===== src/rtl/fix2flt_pkg.sv =====
// Shared types and helpers for the fixed-to-float converter.
// Holds the FSM state encoding, rounding-mode codes and width helpers.
package fix2flt_pkg;

    typedef enum logic [1:0] {
        IDLE = 2'd0,
        NORM = 2'd1,
        RND  = 2'd2,
        DONE = 2'd3
    } state_e;

    localparam logic RND_TRUNC = 1'b0;
    localparam logic RND_RNE   = 1'b1;

    function automatic int bias(input int exp_w);
        return (1 << (exp_w - 1)) - 1;
    endfunction

    // Signed exponent arithmetic width: room for shift count, field and sign.
    function automatic int exp_calc_w(input int w, input int exp_w);
        return $clog2(w) + exp_w + 2;
    endfunction

endpackage


===== src/rtl/fix2flt_round.sv =====
// Rounding/packing stage: normalised magnitude -> packed float plus status flags.
// Latency: combinational. Backpressure: none, the FSM registers the outputs.
module fix2flt_round
    import fix2flt_pkg::*;
#(
    parameter int INT_W   = 8,
    parameter int FRAC_W  = 8,
    parameter int EXP_W   = 5,
    parameter int MAN_W   = 10,
    parameter int SAT_INF = 1,
    localparam int W      = INT_W + FRAC_W,
    localparam int LZ_W   = $clog2(W),
    localparam int FLT_W  = 1 + EXP_W + MAN_W
) (
    input  logic             sign,
    input  logic [W-2:0]     mag_frac,
    input  logic [LZ_W-1:0]  lz,
    input  logic             rnd_mode,
    output logic [FLT_W-1:0] flt,
    output logic             ovf,
    output logic             uflow,
    output logic             inexact
);

    localparam int EW    = exp_calc_w(W, EXP_W);
    localparam int FW    = W + MAN_W;
    localparam int E_OFF = W - 1 - FRAC_W + bias(EXP_W);
    localparam logic signed [EW-1:0] E_MAX = EW'((1 << EXP_W) - 1);
    localparam logic signed [EW-1:0] E_ONE = EW'(1);

    // Zero padding on the right covers MAN_W wider than the fraction bits.
    logic [FW-1:0]        frac;
    logic [MAN_W-1:0]     mant;
    logic                 guard;
    logic                 sticky;
    logic                 round_up;
    logic [MAN_W:0]       mant_sum;
    logic signed [EW-1:0] e_raw;
    logic signed [EW-1:0] e_fin;

    always_comb begin
        frac     = {mag_frac, {(MAN_W + 1){1'b0}}};
        mant     = frac[FW-1 -: MAN_W];
        guard    = frac[FW-1-MAN_W];
        sticky   = |frac[FW-2-MAN_W:0];
        round_up = (rnd_mode == RND_RNE) && guard && (sticky || mant[0]);
        mant_sum = {1'b0, mant} + {{MAN_W{1'b0}}, round_up};
        e_raw    = EW'(E_OFF) - EW'(lz);
        e_fin    = e_raw + EW'(mant_sum[MAN_W]);

        ovf     = 1'b0;
        uflow   = 1'b0;
        inexact = guard | sticky;
        flt     = {sign, e_fin[EXP_W-1:0], mant_sum[MAN_W-1:0]};
        if (e_fin >= E_MAX) begin
            ovf = 1'b1;
            if (SAT_INF != 0)
                flt = {sign, {EXP_W{1'b1}}, {MAN_W{1'b0}}};
            else
                flt = {sign, {(EXP_W - 1){1'b1}}, 1'b0, {MAN_W{1'b1}}};
        end else if (e_fin < E_ONE) begin
            uflow = 1'b1;
            flt   = {sign, {(FLT_W - 1){1'b0}}};
        end
    end

endmodule


===== src/rtl/fix2flt_seq.sv =====
// Start/done coprocessor converting signed fixed point to binary float.
// Latency: lz+2 edges after start (1 for zero). Backpressure: start ignored while busy.
module fix2flt_seq
    import fix2flt_pkg::*;
#(
    parameter int INT_W   = 8,
    parameter int FRAC_W  = 8,
    parameter int EXP_W   = 5,
    parameter int MAN_W   = 10,
    parameter int SAT_INF = 1,
    localparam int W      = INT_W + FRAC_W,
    localparam int FLT_W  = 1 + EXP_W + MAN_W
) (
    input  logic             clk,
    input  logic             reset,
    input  logic             start,
    input  logic             rnd_mode,
    input  logic [W-1:0]     fix_in,
    output logic             busy,
    output logic             done,
    output logic [FLT_W-1:0] flt_out,
    output logic             ovf,
    output logic             uflow,
    output logic             inexact
);

    localparam int LZ_W = $clog2(W);

    state_e            state_q, state_d;
    logic              sign_q, sign_d;
    logic [W-1:0]      mag_q, mag_d;
    logic [LZ_W-1:0]   lz_q, lz_d;
    logic              rnd_q, rnd_d;
    logic [FLT_W-1:0]  flt_q, flt_d;
    logic              ovf_q, ovf_d;
    logic              uflow_q, uflow_d;
    logic              inexact_q, inexact_d;
    logic              done_q, done_d;
    logic              busy_q, busy_d;

    logic [FLT_W-1:0]  r_flt;
    logic              r_ovf, r_uflow, r_inexact;

    fix2flt_round #(
        .INT_W   (INT_W),
        .FRAC_W  (FRAC_W),
        .EXP_W   (EXP_W),
        .MAN_W   (MAN_W),
        .SAT_INF (SAT_INF)
    ) u_round (
        .sign     (sign_q),
        .mag_frac (mag_q[W-2:0]),
        .lz       (lz_q),
        .rnd_mode (rnd_q),
        .flt      (r_flt),
        .ovf      (r_ovf),
        .uflow    (r_uflow),
        .inexact  (r_inexact)
    );

    always_comb begin
        state_d   = state_q;
        sign_d    = sign_q;
        mag_d     = mag_q;
        lz_d      = lz_q;
        rnd_d     = rnd_q;
        flt_d     = flt_q;
        ovf_d     = ovf_q;
        uflow_d   = uflow_q;
        inexact_d = inexact_q;
        done_d    = 1'b0;
        case (state_q)
            IDLE: begin
                if (start) begin
                    // Max-negative negates to itself, which is the right unsigned magnitude.
                    sign_d  = fix_in[W-1];
                    mag_d   = fix_in[W-1] ? (~fix_in + W'(1)) : fix_in;
                    rnd_d   = rnd_mode;
                    lz_d    = '0;
                    state_d = NORM;
                end
            end
            NORM: begin
                if (mag_q == '0) begin
                    flt_d     = '0;
                    ovf_d     = 1'b0;
                    uflow_d   = 1'b0;
                    inexact_d = 1'b0;
                    done_d    = 1'b1;
                    state_d   = DONE;
                end else if (mag_q[W-1]) begin
                    state_d = RND;
                end else begin
                    mag_d = mag_q << 1;
                    lz_d  = lz_q + LZ_W'(1);
                end
            end
            RND: begin
                flt_d     = r_flt;
                ovf_d     = r_ovf;
                uflow_d   = r_uflow;
                inexact_d = r_inexact;
                done_d    = 1'b1;
                state_d   = DONE;
            end
            DONE: state_d = IDLE;
            default: state_d = IDLE;
        endcase
        busy_d = (state_d != IDLE);
    end

    always_ff @(posedge clk or negedge reset) begin
        if (!reset) begin
            state_q   <= IDLE;
            sign_q    <= 1'b0;
            mag_q     <= '0;
            lz_q      <= '0;
            rnd_q     <= 1'b0;
            flt_q     <= '0;
            ovf_q     <= 1'b0;
            uflow_q   <= 1'b0;
            inexact_q <= 1'b0;
            done_q    <= 1'b0;
            busy_q    <= 1'b0;
        end else begin
            state_q   <= state_d;
            sign_q    <= sign_d;
            mag_q     <= mag_d;
            lz_q      <= lz_d;
            rnd_q     <= rnd_d;
            flt_q     <= flt_d;
            ovf_q     <= ovf_d;
            uflow_q   <= uflow_d;
            inexact_q <= inexact_d;
            done_q    <= done_d;
            busy_q    <= busy_d;
        end
    end

    assign busy    = busy_q;
    assign done    = done_q;
    assign flt_out = flt_q;
    assign ovf     = ovf_q;
    assign uflow   = uflow_q;
    assign inexact = inexact_q;

endmodule


===== config.mk =====
export PLATFORM = sky130hd
export DESIGN_NAME = fix2flt_seq
export DESIGN_NICKNAME = d
export VERILOG_FILES = /design/src/rtl/fix2flt_pkg.sv /design/src/rtl/fix2flt_round.sv /design/src/rtl/fix2flt_seq.sv
export SDC_FILE = /design/constraint.sdc
export NUM_CORES = 1
export LEC_CHECK = 0
export ABC_AREA = 1
export BUFFER_PORTS_ARGS = -buffer_cell sky130_fd_sc_hd__buf_2
export CAP_MARGIN = 20
export CORE_ASPECT_RATIO = 1.1
export CORE_MARGIN = 2
export CORE_UTILIZATION = 62
export CTS_CLUSTER_DIAMETER = 120
export DETAILED_ROUTE_END_ITERATION = 16
export PLACE_DENSITY = 0.92
export SLEW_MARGIN = 20
export SYNTH_ARGS = -nofsm -noshare
export SYNTH_HDL_FRONTEND = slang
export SYNTH_SLANG_ARGS = --single-unit

===== constraint.sdc =====
create_clock -name clk -period 4.92 [get_ports clk]
set_clock_uncertainty 0.05 [all_clocks]
set_input_delay 0.738 -clock clk [delete_from_list [all_inputs] [get_ports clk]]
set_output_delay 0.738 -clock clk [all_outputs]
set_load 0.02 [all_outputs]

==> impl_metrics.csv <==
group,metric,value,unit
yosys,ys_warn_count,0,
critical_path,critical_path_class,"register to register",
critical_path,r2r_start,"mag_q[0]",
yosys,synth-edff-count,0,
critical_path,path_cells,"nor2_1 > nand2_1 > o211ai_1 > inv_1 > ha_1 > ha_1 > nand3_1 > nor3_1 > ha_1 > ha_1 > inv_1 > nand2_1 > a21oi_1 > nand2_1 > nor2_1 > nor2_2 > nand2_1 > nand2_1",
grt,grt_pass1_vias,2731,
floorplan,dieHeight,77.54,µm
sta,max_slew_margin,63.28,%
outcome,outcome,"complete, no violations",
yosys,yosysUniqueCellTypes,34,
grt,track_usage,26.42,%
critical_path,worstPathArrival,3.02,ns
critical_path,rr_worst_depth,18,
grt,grt_max_degree,46,
critical_path,slowest_stage,"dfrtp_1",
detailed_routing,drtIter0Drc,183,
critical_path,critPathMaxFanout,8,
power,peakVddDrop,0.2243,mV
sta,worst_pin_slew,0.5508,ns
detailed_routing,vias_per_cell,5.421,
placement,gp_congestion,0.9465,
floorplan,dieArea,5493,µm²
power,leakage,1.874,nW
final_layout,final_common_cell,"nand2_1",
floorplan,start_util,65.06,%
yosys,syn_nets,489,
yosys,syn_avg_cell_area,6.640,µm²
clock_network,hold_buffers,0,
grt,grt_overflow_total,0,
critical_path,endpoint_kind,"register",
sta,setup_viol,0,
clock_network,cts_tree,"yes",
floorplan,die_x,70.85,µm
sta,rsz0062_at_grt,"false",
sta,finalMaxSlewViolations,0,
clock_network,clock_latency,0.29,ns
critical_path,reg2reg_slack,2.04,ns
floorplan,core,4684,µm²
yosys,yosysSeqAreaShare,36.95,%
clock_network,path_clk_slew,0.07,ns
power,p_total,1.752,mW
final_layout,syn_to_final_growth,9.401,%
yosys,async_reset_ff_share,100.0,%
critical_path,path_buf_inv,2,
yosys,ys_ff_latch,45,
clock_network,cts.repair.resized,0,
grt,grt_pass1_wl,11840,µm
detailed_routing,dr.pass1.iters,5,
placement,hpwl,5263,µm
critical_path,crit_top_cell,"nand2_1",
clock_network,ctsLongestPathBuffers,2,
power,pwr_density_cell,525.4,nW/µm²
critical_path,cp.required,5.06,ns
min_path,hp-class,"input port to asynchronous set/reset pin",
yosys,netlist_instances,459,
final_layout,final_nets,527,
final_layout,mostFrequentLayoutCells,"178 x nand2_1, 53 x inv_1, 48 x nor2_1, 45 x dfrtp_1, 41 x nand3_1",
floorplan,ios,41,
critical_path,startpoint_type,"register",
floorplan,rows,26,
sta,finalSetupTns,0,ns
sta,finalCriticalPeriod,2.882,ns
clock_network,post_cts_buffers,0,
detailed_routing,ant_nets,0,
final_layout,num_antenna_cells,0,
yosys,synthesis.area,3048,µm²
critical_path,cpPeakStageDelay,0.40,ns
clock_network,htreeDepth,2,
clock_network,cts-root-buf,"clkbuf_8",
critical_path,critPathTopFamily,"adder cells",
detailed_routing,wirelength,6732,µm
flow_run,cap_viol_max_count,0,
clock_network,cts_inserted_buffers,5,
placement,io_buffers,40,
yosys,synth_ff_type,"dfrtp_1",
clock_network,cts_sinks,45,
final_layout,drive_gt1_share,13.25,%
detailed_routing,wl_per_cell,12.15,µm
detailed_routing,drcViolationCount,0,
grt,antenna_found_initial,0,
detailed_routing,num_vias,3003,
critical_path,r2r_end,"flt_out[4]",
sta,hold_violations,0,
sta,final.period_utilization,58.57,%
sta,clock.fmax,347.0,MHz
==> power breakdown <==
| group | internal, mW | switching, mW |
|---|---|---|
| combinational | 0.290 | 0.596 |
| sequential | 0.513 | 0.140 |
| clock | 0.101 | 0.113 |
| total | 0.903 | 0.849 |
==> worst max-delay path by stage <==
stage | slack, ns | cells after the start | start | endpoint
5_1_grt | 1.71 | 18 | mag_q[1] | flt_out[4]
6_report | 2.04 | 18 | mag_q[0] | flt_out[4]
3_3_place_gp | 2.18 | 18 | mag_q[1] | flt_out[9]
3_5_place_dp | 2.07 | 18 | mag_q[1] | flt_out[4]
2_1_floorplan | 2.33 | 18 | mag_q[1] | flt_out[2]
4_1_cts | 2.06 | 18 | mag_q[1] | flt_out[4]
==> flip-flops by register name (all words and copies together) (netlist names) <==
signal,cells
flt_out,16
mag_q,16
lz_q,4
state_q,2
busy,1
done,1
inexact,1
ovf,1
rnd_q,1
sign_q,1
uflow,1
==> layout make-up <==
type	count	area, µm²
flip-flops and latches	45	1126
fillers	412	1350
clock buffers	8	80.08
inverters	59	226.5
well taps	56	70.07
multi-input cells	346	1629
repair buffers	40	202.7
==> metrics by stage <==
step	setup WS (ns)	hold WS, ns	util [%]	cells	cell area, µm²
after floorplan	2.326	0.3922	-	459	3048
after global placement	2.180	0.4088	69.42	546	3252
after detailed placement	2.073	0.4114	69.42	546	3252
after CTS	2.063	0.4304	71.13	554	3332
after global routing	1.707	0.4214	71.18	554	3334
final	2.038	0.3660	71.18	554	3334
==> layer usage <==
layer | routed length (µm) | track usage [%]
met1 | 2762 | 31.91
met2 | 3378 | 46.54
met3 | 380 | 3.766
met4 | 211 | 11.32
met5 | 0 | 0
==> cells by family after synthesis <==
| group | synth area share [%] |
|---|---|
| AO/OA/AOI/OAI | 8.128 |
| XOR/XNOR | 1.724 |
| adder cells (fa/ha/maj) | 4.105 |
| buffers and inverters | 9.605 |
| flip-flops | 36.95 |
| multiplexers | 0.3694 |
| AND/OR/NAND/NOR | 39.12 |
==> cell usage after synthesis (3+ instances only) <==
library cell / count / share of area, %
nand3_1: 41 / 6.7
nand4_1: 6 / 1.2
xor2_1: 5 / 1.4
nor2_2: 6 / 1.2
inv_2: 4 / 0.49
dfrtp_1: 45 / 37
a21oi_1: 5 / 0.82
nor3_1: 3 / 0.49
nand2_1: 178 / 22
o211ai_1: 4 / 0.99
nor2_1: 48 / 5.9
buf_6: 3 / 1.1
o21ai_1: 6 / 0.99
inv_1: 53 / 6.5
o21ai_0: 17 / 2.8
a21boi_1: 3 / 0.74
ha_1: 10 / 4.1
No activity file was read; power rests on OpenSTA's default activity.
